--- config.mk ---
export PLATFORM = sky130hd
export DESIGN_NAME = vga_timing_gen
export DESIGN_NICKNAME = d
export VERILOG_FILES = /design/src/rtl/vga_timing_gen_pkg.sv /design/src/rtl/vga_axis_counter.sv /design/src/rtl/vga_timing_gen.sv
export SDC_FILE = /design/constraint.sdc
export NUM_CORES = 1
export LEC_CHECK = 0
export CAP_MARGIN = 25
export CORE_ASPECT_RATIO = 1.75
export CORE_MARGIN = 2
export CORE_UTILIZATION = 29
export DETAILED_ROUTE_END_ITERATION = 12
export GPL_TIMING_DRIVEN = 0
export PLACE_DENSITY = 0.46
export SKIP_LAST_GASP = 1
export SLEW_MARGIN = 20
export SYNTH_ARGS = -nofsm -noshare
export SYNTH_HDL_FRONTEND = slang
export SYNTH_SLANG_ARGS = --single-unit
export TNS_END_PERCENT = 30
--- constraint.sdc ---
create_clock -name clk -period 2.7 [get_ports clk]
set_clock_uncertainty 0.05 [all_clocks]
set_input_delay 0.54 -clock clk [delete_from_list [all_inputs] [get_ports clk]]
set_output_delay 0.54 -clock clk [all_outputs]
set_load 0.005 [all_outputs]
--- src/rtl/vga_timing_gen_pkg.sv ---
// VGA overlay bus layout, shared by the timing source and the draw chain.
// Provides the bus width, field struct and merge/split helpers.
package vga_timing_gen_pkg;

  localparam int VGA_COORD_W  = 11;
  localparam int VGA_RGB_W    = 12;
  localparam int VGA_BUS_SIZE = 2 * VGA_COORD_W + 4 + VGA_RGB_W;

  // Field order, MSB first: hcount, hsync, hblnk, vcount, vsync, vblnk, rgb
  typedef struct packed {
    logic [VGA_COORD_W-1:0] hcount;
    logic                   hsync;
    logic                   hblnk;
    logic [VGA_COORD_W-1:0] vcount;
    logic                   vsync;
    logic                   vblnk;
    logic [VGA_RGB_W-1:0]   rgb;
  } vga_bus_t;

  function automatic int axis_total(int visible, int fp, int sync, int bp);
    return visible + fp + sync + bp;
  endfunction

  function automatic logic [VGA_BUS_SIZE-1:0] vga_bus_merge(vga_bus_t b);
    return b;
  endfunction

  function automatic vga_bus_t vga_bus_split(logic [VGA_BUS_SIZE-1:0] v);
    return v;
  endfunction

endpackage

--- src/rtl/vga_axis_counter.sv ---
// One raster axis: free-running position counter with wrap, sync and blank decode.
// wrap/sync/blnk are combinational on count; the top registers them.
module vga_axis_counter
  import vga_timing_gen_pkg::*;
#(
  parameter int VISIBLE = 800,
  parameter int FP      = 40,
  parameter int SYNC    = 128,
  parameter int BP      = 88
) (
  input  logic                   clk,
  input  logic                   rst,
  input  logic                   inc,
  output logic [VGA_COORD_W-1:0] count,
  output logic                   wrap,
  output logic                   sync,
  output logic                   blnk
);

  localparam int TOTAL = axis_total(VISIBLE, FP, SYNC, BP);
  localparam logic [VGA_COORD_W-1:0] LAST       = VGA_COORD_W'(TOTAL - 1);
  localparam logic [VGA_COORD_W-1:0] VIS_END    = VGA_COORD_W'(VISIBLE);
  localparam logic [VGA_COORD_W-1:0] SYNC_START = VGA_COORD_W'(VISIBLE + FP);
  localparam logic [VGA_COORD_W-1:0] SYNC_END   = VGA_COORD_W'(VISIBLE + FP + SYNC);

  always_ff @(posedge clk or posedge rst) begin
    if (rst) begin
      count <= '0;
    end else if (inc) begin
      count <= wrap ? '0 : count + VGA_COORD_W'(1);
    end
  end

  assign wrap = (count == LAST);
  assign sync = (count >= SYNC_START) && (count < SYNC_END);
  assign blnk = (count >= VIS_END);

endmodule

--- src/rtl/vga_timing_gen.sv ---
// 800x600@60 raster source: drives the VGA overlay bus with black RGB,
// plus a last-pixel frame tick and a completed-frame counter.
module vga_timing_gen
  import vga_timing_gen_pkg::*;
#(
  parameter int H_VISIBLE = 800,
  parameter int H_FP      = 40,
  parameter int H_SYNC    = 128,
  parameter int H_BP      = 88,
  parameter int V_VISIBLE = 600,
  parameter int V_FP      = 1,
  parameter int V_SYNC    = 4,
  parameter int V_BP      = 23
) (
  input  logic                    clk,
  input  logic                    rst,
  input  logic                    en,
  output logic [VGA_BUS_SIZE-1:0] vga_out,
  output logic                    frame_tick,
  output logic [15:0]             frame_cnt
);

  logic [VGA_COORD_W-1:0] hc, vc;
  logic                   h_wrap, h_sync, h_blnk;
  logic                   v_wrap, v_sync, v_blnk;
  logic                   v_inc;
  vga_bus_t               bus_q;

  assign v_inc = en & h_wrap;

  vga_axis_counter #(
    .VISIBLE(H_VISIBLE), .FP(H_FP), .SYNC(H_SYNC), .BP(H_BP)
  ) u_h (
    .clk(clk), .rst(rst), .inc(en),
    .count(hc), .wrap(h_wrap), .sync(h_sync), .blnk(h_blnk)
  );

  vga_axis_counter #(
    .VISIBLE(V_VISIBLE), .FP(V_FP), .SYNC(V_SYNC), .BP(V_BP)
  ) u_v (
    .clk(clk), .rst(rst), .inc(v_inc),
    .count(vc), .wrap(v_wrap), .sync(v_sync), .blnk(v_blnk)
  );

  // Decode of the pre-increment position lands on the bus with the counters'
  // own edge, so the bus always trails the counters by one enabled cycle.
  always_ff @(posedge clk or posedge rst) begin
    if (rst) begin
      bus_q      <= '0;
      frame_tick <= 1'b0;
      frame_cnt  <= '0;
    end else if (en) begin
      bus_q.hcount <= hc;
      bus_q.hsync  <= h_sync;
      bus_q.hblnk  <= h_blnk;
      bus_q.vcount <= vc;
      bus_q.vsync  <= v_sync;
      bus_q.vblnk  <= v_blnk;
      bus_q.rgb    <= '0;
      frame_tick   <= h_wrap & v_wrap;
      if (h_wrap && v_wrap) begin
        frame_cnt <= frame_cnt + 16'd1;
      end
    end else begin
      frame_tick <= 1'b0;
    end
  end

  assign vga_out = vga_bus_merge(bus_q);

endmodule

-- Word-level counts from Yosys, hierarchy flattened
Index checks and enable logic that the tools add are counted.
Widths: inputs -> output; s select.
- muxes and demuxes: 3
- equality and inequality tests: 2
- magnitude comparators: 6
- add/sub/neg operators: 3
- bitwise gates (word level): 2
- reductions and logical operators: 4
- operators with widths (cell ; count):
    $ge 11x10->1 const B ; 4
    $add 11x1->11 const B ; 2
    $lt 11x10->1 const B ; 2
    $mux 11 ; 2
    $add 16x1->16 const B ; 1
    $eq 11x10->1 const B ; 1
    $eq 11x11->1 const B ; 1
    $logic_and 1x1->1 ; 3
    $and 1x1->1 ; 2
    $reduce_and 2->1 ; 1
    $mux 1 ; 1
- flip-flop bits (word level): 65
- logic and storage cells: 30
- output and inout port bits: 55
- input port bits: 3

-- Depth between registers and ports, before layout
Gate-level depths: netlist of run 1.
- word-level depth: 3
- depth in mapped cells: 6
- mapped depth without buffers: 6

-- By module
Synthesis of run 1 repeated with hierarchy kept, for this count alone.
- cell total of the unflattened synthesis: 263
- area, all modules: 3133.0 um2
- by module, submodules not included (module ; area an instance (um2) ; seq. area each (um2) ; cells an instance ; times used):
    vga_timing_gen ; 1820.5 ; 1076.0 ; 130 ; 1
    vga_axis_counter (u_v) ; 700.7 ; 275.3 ; 71 ; 1
    vga_axis_counter (u_h) ; 611.8 ; 275.3 ; 62 ; 1

-- Worst setup path after synthesis of run 1
Ideal clock, no wire load.
- path type: reg-to-reg
- from: reg u_h.count[0]
- to: reg u_v.count[9]
- library setup time: 129 ps
- cell stages (with the launch flop): 7
- slack: 808 ps
- period minus slack after synthesis: 1892 ps
- data arrival time: 1713 ps
- data required time: 2521 ps
- path buffers: 0
- cell sequence: dfrtp_1 ha_1 and4bb_1 nand3_2 or4_4 o211ai_1 o31ai_1
- longest elaborated chain between the ends: 2
- RTL lines (item ; line ; RTL):
    start, declared ; vga_axis_counter.sv:14 ; output logic [VGA_COORD_W-1:0] count,
    start signal, assigned ; vga_axis_counter.sv:30 ; count <= wrap ? '0 : count + VGA_COORD_W'(1);
    $eq 11x11->1 ; vga_axis_counter.sv:34 ; assign wrap = (count == LAST);
    $and 1x1->1 ; vga_timing_gen.sv:29 ; assign v_inc = en & h_wrap;
    end signal, assigned ; vga_axis_counter.sv:30 ;
    end, declared ; vga_axis_counter.sv:14 ;
Every way passes these cells.
A chain may end at the register's enable or synchronous reset.

-- Worst setup path in the final report of run 1
- from: in en
- to: reg bus_q (netlist bit vga_out[14])
- RTL lines (item ; line ; RTL):
    start, declared ; vga_timing_gen.sv:17 ; input logic en,
    end, declared ; vga_timing_gen.sv:27 ; vga_bus_t bus_q;
No word-level cell between the ends.

==> results of run 1 <==
[through the flow]
step	TNS, ns	worst slack [ns]
3_5_place_dp	0	0.128
3_3_place_gp	-49.95	-0.774
6_report	0	0.490
2_1_floorplan	0	0.484
4_1_cts	0	0.478
5_1_grt	0	0.375
[cells in the mapped netlist (2+ instances only)]
master	instances
buf_1	3
nand3_1	20
buf_2	3
o211ai_1	2
nor2_1	13
inv_1	7
and4_1	2
xor2_1	10
ha_1	6
a21o_1	2
buf_4	12
nor4_2	2
and3_1	7
a21oi_1	3
o31ai_1	3
nand2_1	15
o21ai_0	8
nor3_1	5
dfrtp_1	65
a31oi_1	2
mux2_2	25
nand4_1	8
xnor2_1	16
[metal layers]
metal,vias up,track usage,wire length [um]
met5,-,0,0
met4,0,0.0737,192
met3,12,0.0374,259
met2,52,0.222,3660
met1,1016,0.149,2650
li1,1045,-,-
[placed cells by master (no fill, tap or decap), types with 7 or more instances in the layout]
| master | netlist | routed |
|---|---|---|
| and3_1 | 7 | 7 |
| buf_4 | 12 | 12 |
| clkbuf_16 | 0 | 9 |
| clkdlybuf4s50_1 | 0 | 45 |
| conb_1 | 1 | 12 |
| dfrtp_1 | 65 | 65 |
| mux2_2 | 25 | 25 |
| nand2_1 | 15 | 15 |
| nand3_1 | 20 | 20 |
| nand4_1 | 8 | 8 |
| nor2_1 | 13 | 13 |
| o21ai_0 | 8 | 8 |
| xnor2_1 | 16 | 16 |
| xor2_1 | 10 | 10 |
[critical path: cells and delay by family]
family / cells / cell delay, ns
buf+inv: 3 / 1.43
mux: 1 / 0.39
[where the power goes]
| group | internal (mW) | total [mW] | leakage [nW] | switching (mW) |
|---|---|---|---|---|
| sequential | 1.06 | 1.13 | 0.858 | 0.0735 |
| clock | 0.859 | 1.25 | 0.157 | 0.393 |
| combinational | 0.194 | 0.367 | 0.839 | 0.173 |
| total | 2.11 | 2.75 | 1.85 | 0.640 |
[flip-flops by register name (all words and copies together) (netlist names)]
signal      flops
frame_cnt      16
u_h.count      11
u_v.count      11
frame_tick      1
vga_out        26
[cell type report]
class,count,share of cell area
Sequential cell,65,0.399
Clock inverter,2,0.0147
Inverter,7,0.00707
Clock buffer,14,0.0648
Multi-Input combinational cell,183,0.330
Timing Repair Buffer,46,0.116
Tap cell,127,0.0390
Buffer,19,0.0295
[worst paths after layout]
check,endpoint,slack (ns),depth (start not counted),startpoint
min,frame_cnt[15],0.41,1,frame_cnt[15]
max,vga_out[14],0.49,4,en
min reg2reg,frame_cnt[15],0.41,1,frame_cnt[15]
max in group asynchronous,vga_out[20],1.58,3,rst
max reg2reg,u_v.count[9],0.51,6,u_h.count[1]
min in group asynchronous,u_v.count[3],0.49,2,rst
[kinds of logic (layout without fill, tap and decap cells)]
kind of cell / count (synthesis) / in the layout / synth area share
other cells: 1 / 12 / 0.00122
mux: 25 / 25 / 0.0915
simple gates: 92 / 92 / 0.189
flops: 65 / 65 / 0.529
xor+xnor: 26 / 26 / 0.0740
buf+inv: 26 / 88 / 0.0476
fa+ha+maj: 6 / 6 / 0.0244
compound gates: 22 / 22 / 0.0431
==> run metrics, run 1 <==
status finished, final reports clean; RSZ-0062 raised after global routing no; Crit path arrival time 2.37 ns; Max Clk Rate 452 MHz; #FFs+latches synth 65; Initial Util 0.299; post-cts sizing count 0; Buffers on Ports 45; Die Wd 81.8 um; FF+latch area 1630 um^2; CP Launch Type input pin; synth warn 0; vias post-DR 2125; fill count 1041; final core utilization 0.395; Avg WL per Cell 14.6 um; clk buf depth 2; Netlist cell types 47; first-pass GRT wire length 11400 um; IO Pins 58; endpoints failing setup 0; Slew headroom 0.647; critical path's most frequent cell buf_1; Nets 340; Syn Std Cell Area 3080 um^2; max-slew violation total from the final report 0; hold_buf cts 0; Final Hold Violating Endpoints 0; Leak 1.85 nW; Peak supply drop 0.000456 V; crit share post-route 0.819; post-synthesis sequential area ratio 0.529; Post-DP Area 3750 um^2; Clock Latency Late Sink 0.33 ns; Slowest cell on crit path clkdlybuf4s50_1; Die Ht 140 um; ys flop type dfrtp_1; Tmin final 2.21 ns; Synth area leader dfrtp_1; H-Tree Level Count 3; ANT cells 0; crit path kind input pin to flip-flop; worst hold slack 0.412 ns; Die Area 11500 um^2; WP data required 2.86 ns; Setup Fix Bufs, Post-CTS 0; area of the multi-input gates 1340 um^2; slowest stage delay, CP 0.55 ns; MaxCap Viol Count 0; top cells by area, synth dfrtp_1 53%, mux2_2 9.2%, xnor2_1 4.6%, nand3_1 3.3%, buf_4 2.9%; clk root buf clkbuf_16; Avg Cell Area, Syn 11.7 um^2; DRT iter0 DRCs 74; drt first pass iters 4; Cell Count, Final, Fillers Out 463; power density over cell area 676 nW/um^2; largest net degree at the start of global routing 41; core area 10300 um^2; CTS buffer count 9; vias per cell 4.59; cell area after layout 4070 um^2; Post-Route WL 6770 um; number of flops mapped to enable cells by yosys 0; TritonCTS clock tree yes; gr ovfl total 0; total power 2.75 mW; slew at the pin with the worst max-slew slack 0.530 ns; Layout area overhead 32.4%; total track usage 0.133; crit-path max FO 10; Final ANT Viol Nets 0; worst hold path class flip-flop to flip-flop; clk slew on worst S/H paths 0.05 ns; top cell type's share of synthesized area 0.529; Cells after DPL 447; initial antenna violation count 0; Cells after Synth 263; Final Wtd Congestion 0.730; fraction of synthesis flops using an asynchronous set or reset pin 1.00; share of cells above drive strength 1 0.196; CP Cell Sequence clkdlybuf4s50_1, buf_1, buf_1, mux2_2; Residual DRC 0; DP Wirelength 5090 um; endpoint type of the worst setup path flip-flop; TritonCTS sink count 65; placement row count 49; vias in the first global route 2234
No activity file was read; power rests on OpenSTA's default activity.
==> run 2: changes to the inputs <==
PLACE_DENSITY = 0.47   (was 0.46)
clock period = 2 ns   (was 2.7 ns; I/O delays follow)
==> run 2 against run 1 <==
- clock power is 6% higher
- register-to-register slack got worse by 0.44 ns
- global-route usage barely moved
- power rose by 24%
- die area did not move
- worst hold slack got worse by 0.052 ns
==> run metrics, run 2 (synthesis gave the netlist of run 1 again) <==
core area 10300 um^2 (unchanged); slew at the pin with the worst max-slew slack 0.572 ns (+0.0424 ns); Die Ht 140 um (unchanged); pre-CTS setup slack -0.422 ns (-0.550 ns); Final Hold Violating Endpoints 0 (unchanged); GRT busiest layer met2; Initial Util 0.299 (unchanged); share of cells above drive strength 1 0.225 (+0.0284); Max Clk Rate 518 MHz; status finished, final reports clean; Final Wtd Congestion 0.732 (+0.30%); FF-to-FF path depth 4 (-2); Critical Path Stages 4 (unchanged); Die Wd 81.8 um (unchanged); final setup margin 0.0687 ns (-0.421 ns); crit-path max FO 8 (-2); Nets 344 (+1.2%); Buffers on Ports 45 (unchanged); max reg flops 26 (unchanged); vias post-DR 2167 (+2.0%); worst hold path class input pin to async pin; TritonCTS sink count 65 (unchanged); DP Wirelength 5140 um (+1.0%); most frequent cells in the layout 63 x dfrtp_1, 44 x clkdlybuf4s50_1, 25 x mux2_2; commonest non-fill, non-tap cell in the layout dfrtp_1; total track usage 0.133 (-0.000392); vias in the first global route 2294 (+2.7%); WP data required 2.19 ns (-0.67 ns); r2r startpoint u_h.count[5]; met1 usage 0.145 (-0.00414); Worst Path Buf+Inv 0 (-3); worst setup path end frame_cnt[15]; Crit path arrival time 2.12 ns (-0.25 ns); endpoint type of the worst setup path flip-flop; placement row count 49 (unchanged); met2 global-route usage 0.231 (+0.00941); CP Launch Type flip-flop; MaxCap Viol Count 0 (unchanged); clk root buf clkbuf_16; Leak 1.87 nW (+0.75%); first-pass GRT wire length 11400 um (+0.55%); Slew headroom 0.619 (-0.0283); Slowest cell on crit path or3_4; clk buf depth 2 (unchanged); CP Cell Sequence or3_4, nor4_4, and4_1, xor2_1; max-slew violation total from the final report 0 (unchanged); ANT cells 0 (unchanged); RSZ-0062 raised after global routing yes; CTS buffer count 9 (unchanged); Peak supply drop 0.000547 V (+20%); slowest stage delay, CP 0.47 ns (-0.08 ns); grt met3 use 0.0322 (-0.00515); Cell Count, Final, Fillers Out 465 (+0.43%); worst hold slack 0.360 ns (-0.0520 ns); H-Tree Level Count 3 (unchanged); crit path kind flip-flop to flip-flop; DRT iter0 DRCs 69 (-6.8%); crit path launch u_h.count[5]; Residual DRC 0 (unchanged); vias per cell 4.66 (+1.5%); Tmin final 1.93 ns; reg2reg end frame_cnt[15]; endpoints failing setup 0 (unchanged); Final ANT Viol Nets 0 (unchanged); Clock Latency Late Sink 0.32 ns (about the same); Crit path max-delay family simple AND/OR/NAND/NOR gates; Cells after DPL 448 (+0.22%); Avg WL per Cell 14.5 um (-0.78%); IO Pins 58 (unchanged); drt first pass iters 4 (unchanged); crit share post-route 0.966; gr ovfl total 0 (unchanged); TritonCTS clock tree yes; initial antenna violation count 0 (unchanged); Post-Route WL 6740 um (-0.35%); Die Area 11500 um^2 (unchanged); Layout area overhead 33.2%; clk slew on worst S/H paths 0.05 ns (about the same); power density over cell area 830 nW/um^2 (+23%); largest net degree at the start of global routing 33 (-20%); Worst R2R Setup Slack 0.07 ns (-0.44 ns)
[run 2: repair_timing]
item                                    in CTS  in global routing
gates resized for setup                      6                  4
endpoints found under the hold margin        0                  0
buffers inserted                             2                  1
hold buffers                                 0                  0
pin swaps                                    2                  2
endpoints found under the setup margin      24                 10
[run 2: per-stage QoR]
stage               TNS (ns)  cell area [um^2]  total power, mW   util
floorplan                  0              3120             1.83      -
global placement      -13.27              3730             2.04  0.362
detailed placement     -9.88              3780             2.06  0.367
CTS                  -0.0101              4070             3.46  0.395
global route         -0.0810              4100             3.59  0.398
finish                     0              4100             3.40  0.398
[run 2: area by class of cell]
| type | count | area (um^2) |
|---|---|---|
| inverters | 7 | 30.0 |
| repair buffers | 50 | 523 |
| clock buffers | 10 | 229 |
| multi-input cells | 183 | 1380 |
| plain buffers | 19 | 121 |
| well taps | 127 | 159 |
| flip-flops and latches | 65 | 1630 |
| fillers | 1050 | 6200 |
| clock inverters | 4 | 22.5 |
[run 2: metal layers]
| metal | vias to the layer above | routed length [um] |
|---|---|---|
| li1 | 1049 | - |
| met1 | 1058 | 2550 |
| met2 | 48 | 3770 |
| met3 | 12 | 278 |
| met4 | 0 | 141 |
| met5 | - | 0 |
[run 2: report_power, final]
part | switching [mW] | total (mW) | internal [mW]
combinational | 0.253 | 0.540 | 0.288
sequential | 0.0959 | 1.53 | 1.43
clock | 0.516 | 1.33 | 0.815
total | 0.865 | 3.40 | 2.54
[run 2: worst min path at each step]
stage                     slack (ns)          start  cells past startpoint       endpoint
after floorplan                 0.41   u_v.count[7]                      1   u_v.count[7]
after global placement          0.40  frame_cnt[15]                      1  frame_cnt[15]
after detailed placement        0.41  frame_cnt[15]                      1  frame_cnt[15]
after CTS                       0.36            rst                      2    vga_out[14]
after global routing            0.38            rst                      2    vga_out[17]
final                           0.36            rst                      2    vga_out[17]
==> run 3: changes to the inputs <==
MAX_ROUTING_LAYER = met4   (was not set)
==> run 3 against run 2 <==
- worst hold slack is essentially flat
- worst setup slack gained 0.0012 ns
- critical endpoint unchanged
- combinational power is essentially flat
- final area is the same
- cell count is the same
- via count grew 0.32%
- fmax is essentially flat
==> run metrics, run 3 (synthesis gave the netlist of run 1 again) <==
Clock Latency Late Sink 0.32 ns (about the same); crit-path max FO 8 (unchanged); Tmin final 1.93 ns (-0.00116 ns); crit path kind flip-flop to flip-flop; clk buf depth 2 (unchanged); ANT cells 0 (unchanged); Slowest cell on crit path or3_4; DRT iter0 DRCs 85 (+23%); Final ANT Viol Nets 0 (unchanged); Peak supply drop 0.000547 V (about the same); Initial Util 0.299 (unchanged); Leak 1.87 nW (unchanged); Crit path arrival time 2.12 ns (about the same); status finished, final reports clean; worst hold slack 0.361 ns (+0.000398 ns); Die Ht 140 um (unchanged); Final Hold Violating Endpoints 0 (unchanged); H-Tree Level Count 3 (unchanged); first-pass GRT wire length 11400 um (unchanged); Buffers on Ports 45 (unchanged); Max Clk Rate 518 MHz (about the same); vias in the first global route 2304 (+0.44%); CTS buffer count 9 (unchanged); max reg flops 26 (unchanged); vias post-DR 2174 (+0.32%); slowest stage delay, CP 0.47 ns (about the same); gr ovfl total 0 (unchanged); clk slew on worst S/H paths 0.05 ns (about the same); worst hold path class input pin to async pin; DP Wirelength 5140 um (unchanged); slew at the pin with the worst max-slew slack 0.573 ns (+0.00124 ns); total track usage 0.137 (+0.00348); Post-Route WL 6750 um (+0.10%); most frequent cells in the layout 63 x dfrtp_1, 44 x clkdlybuf4s50_1, 25 x mux2_2; placement row count 49 (unchanged); endpoints failing setup 0 (unchanged); Die Wd 81.8 um (unchanged); TNS Setup 0 ns (unchanged); CP Cell Sequence or3_4, nor4_4, and4_1, xor2_1; CP Launch Type flip-flop; power density over cell area 830 nW/um^2 (about the same); max-slew violation total from the final report 0 (unchanged); Final Wtd Congestion 0.741 (+1.2%); core area 10300 um^2 (unchanged); total power 3.40 mW (about the same); Die Area 11500 um^2 (unchanged); drt first pass iters 4 (unchanged); final core utilization 0.398 (unchanged); Crit path max-delay family simple AND/OR/NAND/NOR gates; Layout area overhead 33.2% (unchanged); clk root buf clkbuf_16; commonest non-fill, non-tap cell in the layout dfrtp_1; TritonCTS sink count 65 (unchanged); Nets 344 (unchanged); initial antenna violation count 0 (unchanged); MaxCap Viol Count 0 (unchanged); endpoint type of the worst setup path flip-flop; TritonCTS clock tree yes; RSZ-0062 raised after global routing yes; Slew headroom 0.618 (-0.000830); Avg WL per Cell 14.5 um (+0.10%); WP data required 2.19 ns (about the same); share of cells above drive strength 1 0.225 (unchanged); crit share post-route 0.965 (about the same); IO Pins 58 (unchanged); vias per cell 4.68 (+0.32%); Worst Path Buf+Inv 0 (unchanged); largest net degree at the start of global routing 33 (unchanged); Residual DRC 0 (unchanged)
[run 3: area by class of cell]
cell class                      count  area (um^2)
Buffer                             19          121
Clock buffer                       10          229
Clock inverter                      4         22.5
Fill cell                        1050         6200
Inverter                            7         30.0
Multi-Input combinational cell    183         1380
Sequential cell                    65         1630
Tap cell                          127          159
Timing Repair Buffer               50          523
[run 3: metrics by stage]
stage / area, um^2 / cells / setup slack [ns]
floorplan: 3120 / 274 / 0.108
global placement: 3730 / 446 / -0.421
detailed placement: 3780 / 448 / -0.422
CTS: 4070 / 464 / -0.0101
global route: 4100 / 465 / -0.0378
finish: 4100 / 465 / 0.0698
[run 3: routing by layer]
layer  routed length [um]  GRT usage  vias to the layer above
li1                     -          -                     1050
met1                 2580      0.146                     1066
met2                 3780      0.232                       46
met3                  245     0.0290                       12
met4                  141     0.0675                        0
met5                    0          -                        -
[run 3: repair_timing]
item                                    in CTS  in global routing
hold buffers                                 0                  0
endpoints found under the setup margin      24                 10
pin swaps                                    2                  2
gates resized for setup                      6                  4
buffers inserted                             2                  1
[run 3: power by group]
group,switching [mW],leakage (nW),total [mW],internal (mW)
combinational,0.253,0.889,0.540,0.288
sequential,0.0960,0.855,1.53,1.43
clock,0.515,0.124,1.33,0.815
[run 3: final timing paths]
kind | depth (start not counted) | slack (ns) | startpoint | endpoint
max in group asynchronous | 4 | 0.87 | rst | u_h.count[0]
max reg2reg | 4 | 0.07 | u_h.count[5] | frame_cnt[15]
min | 2 | 0.36 | rst | vga_out[17]
max | 4 | 0.07 | u_h.count[5] | frame_cnt[15]
min in group clk | 1 | 0.41 | frame_cnt[15] | frame_cnt[15]
min reg2reg | 1 | 0.41 | frame_cnt[15] | frame_cnt[15]
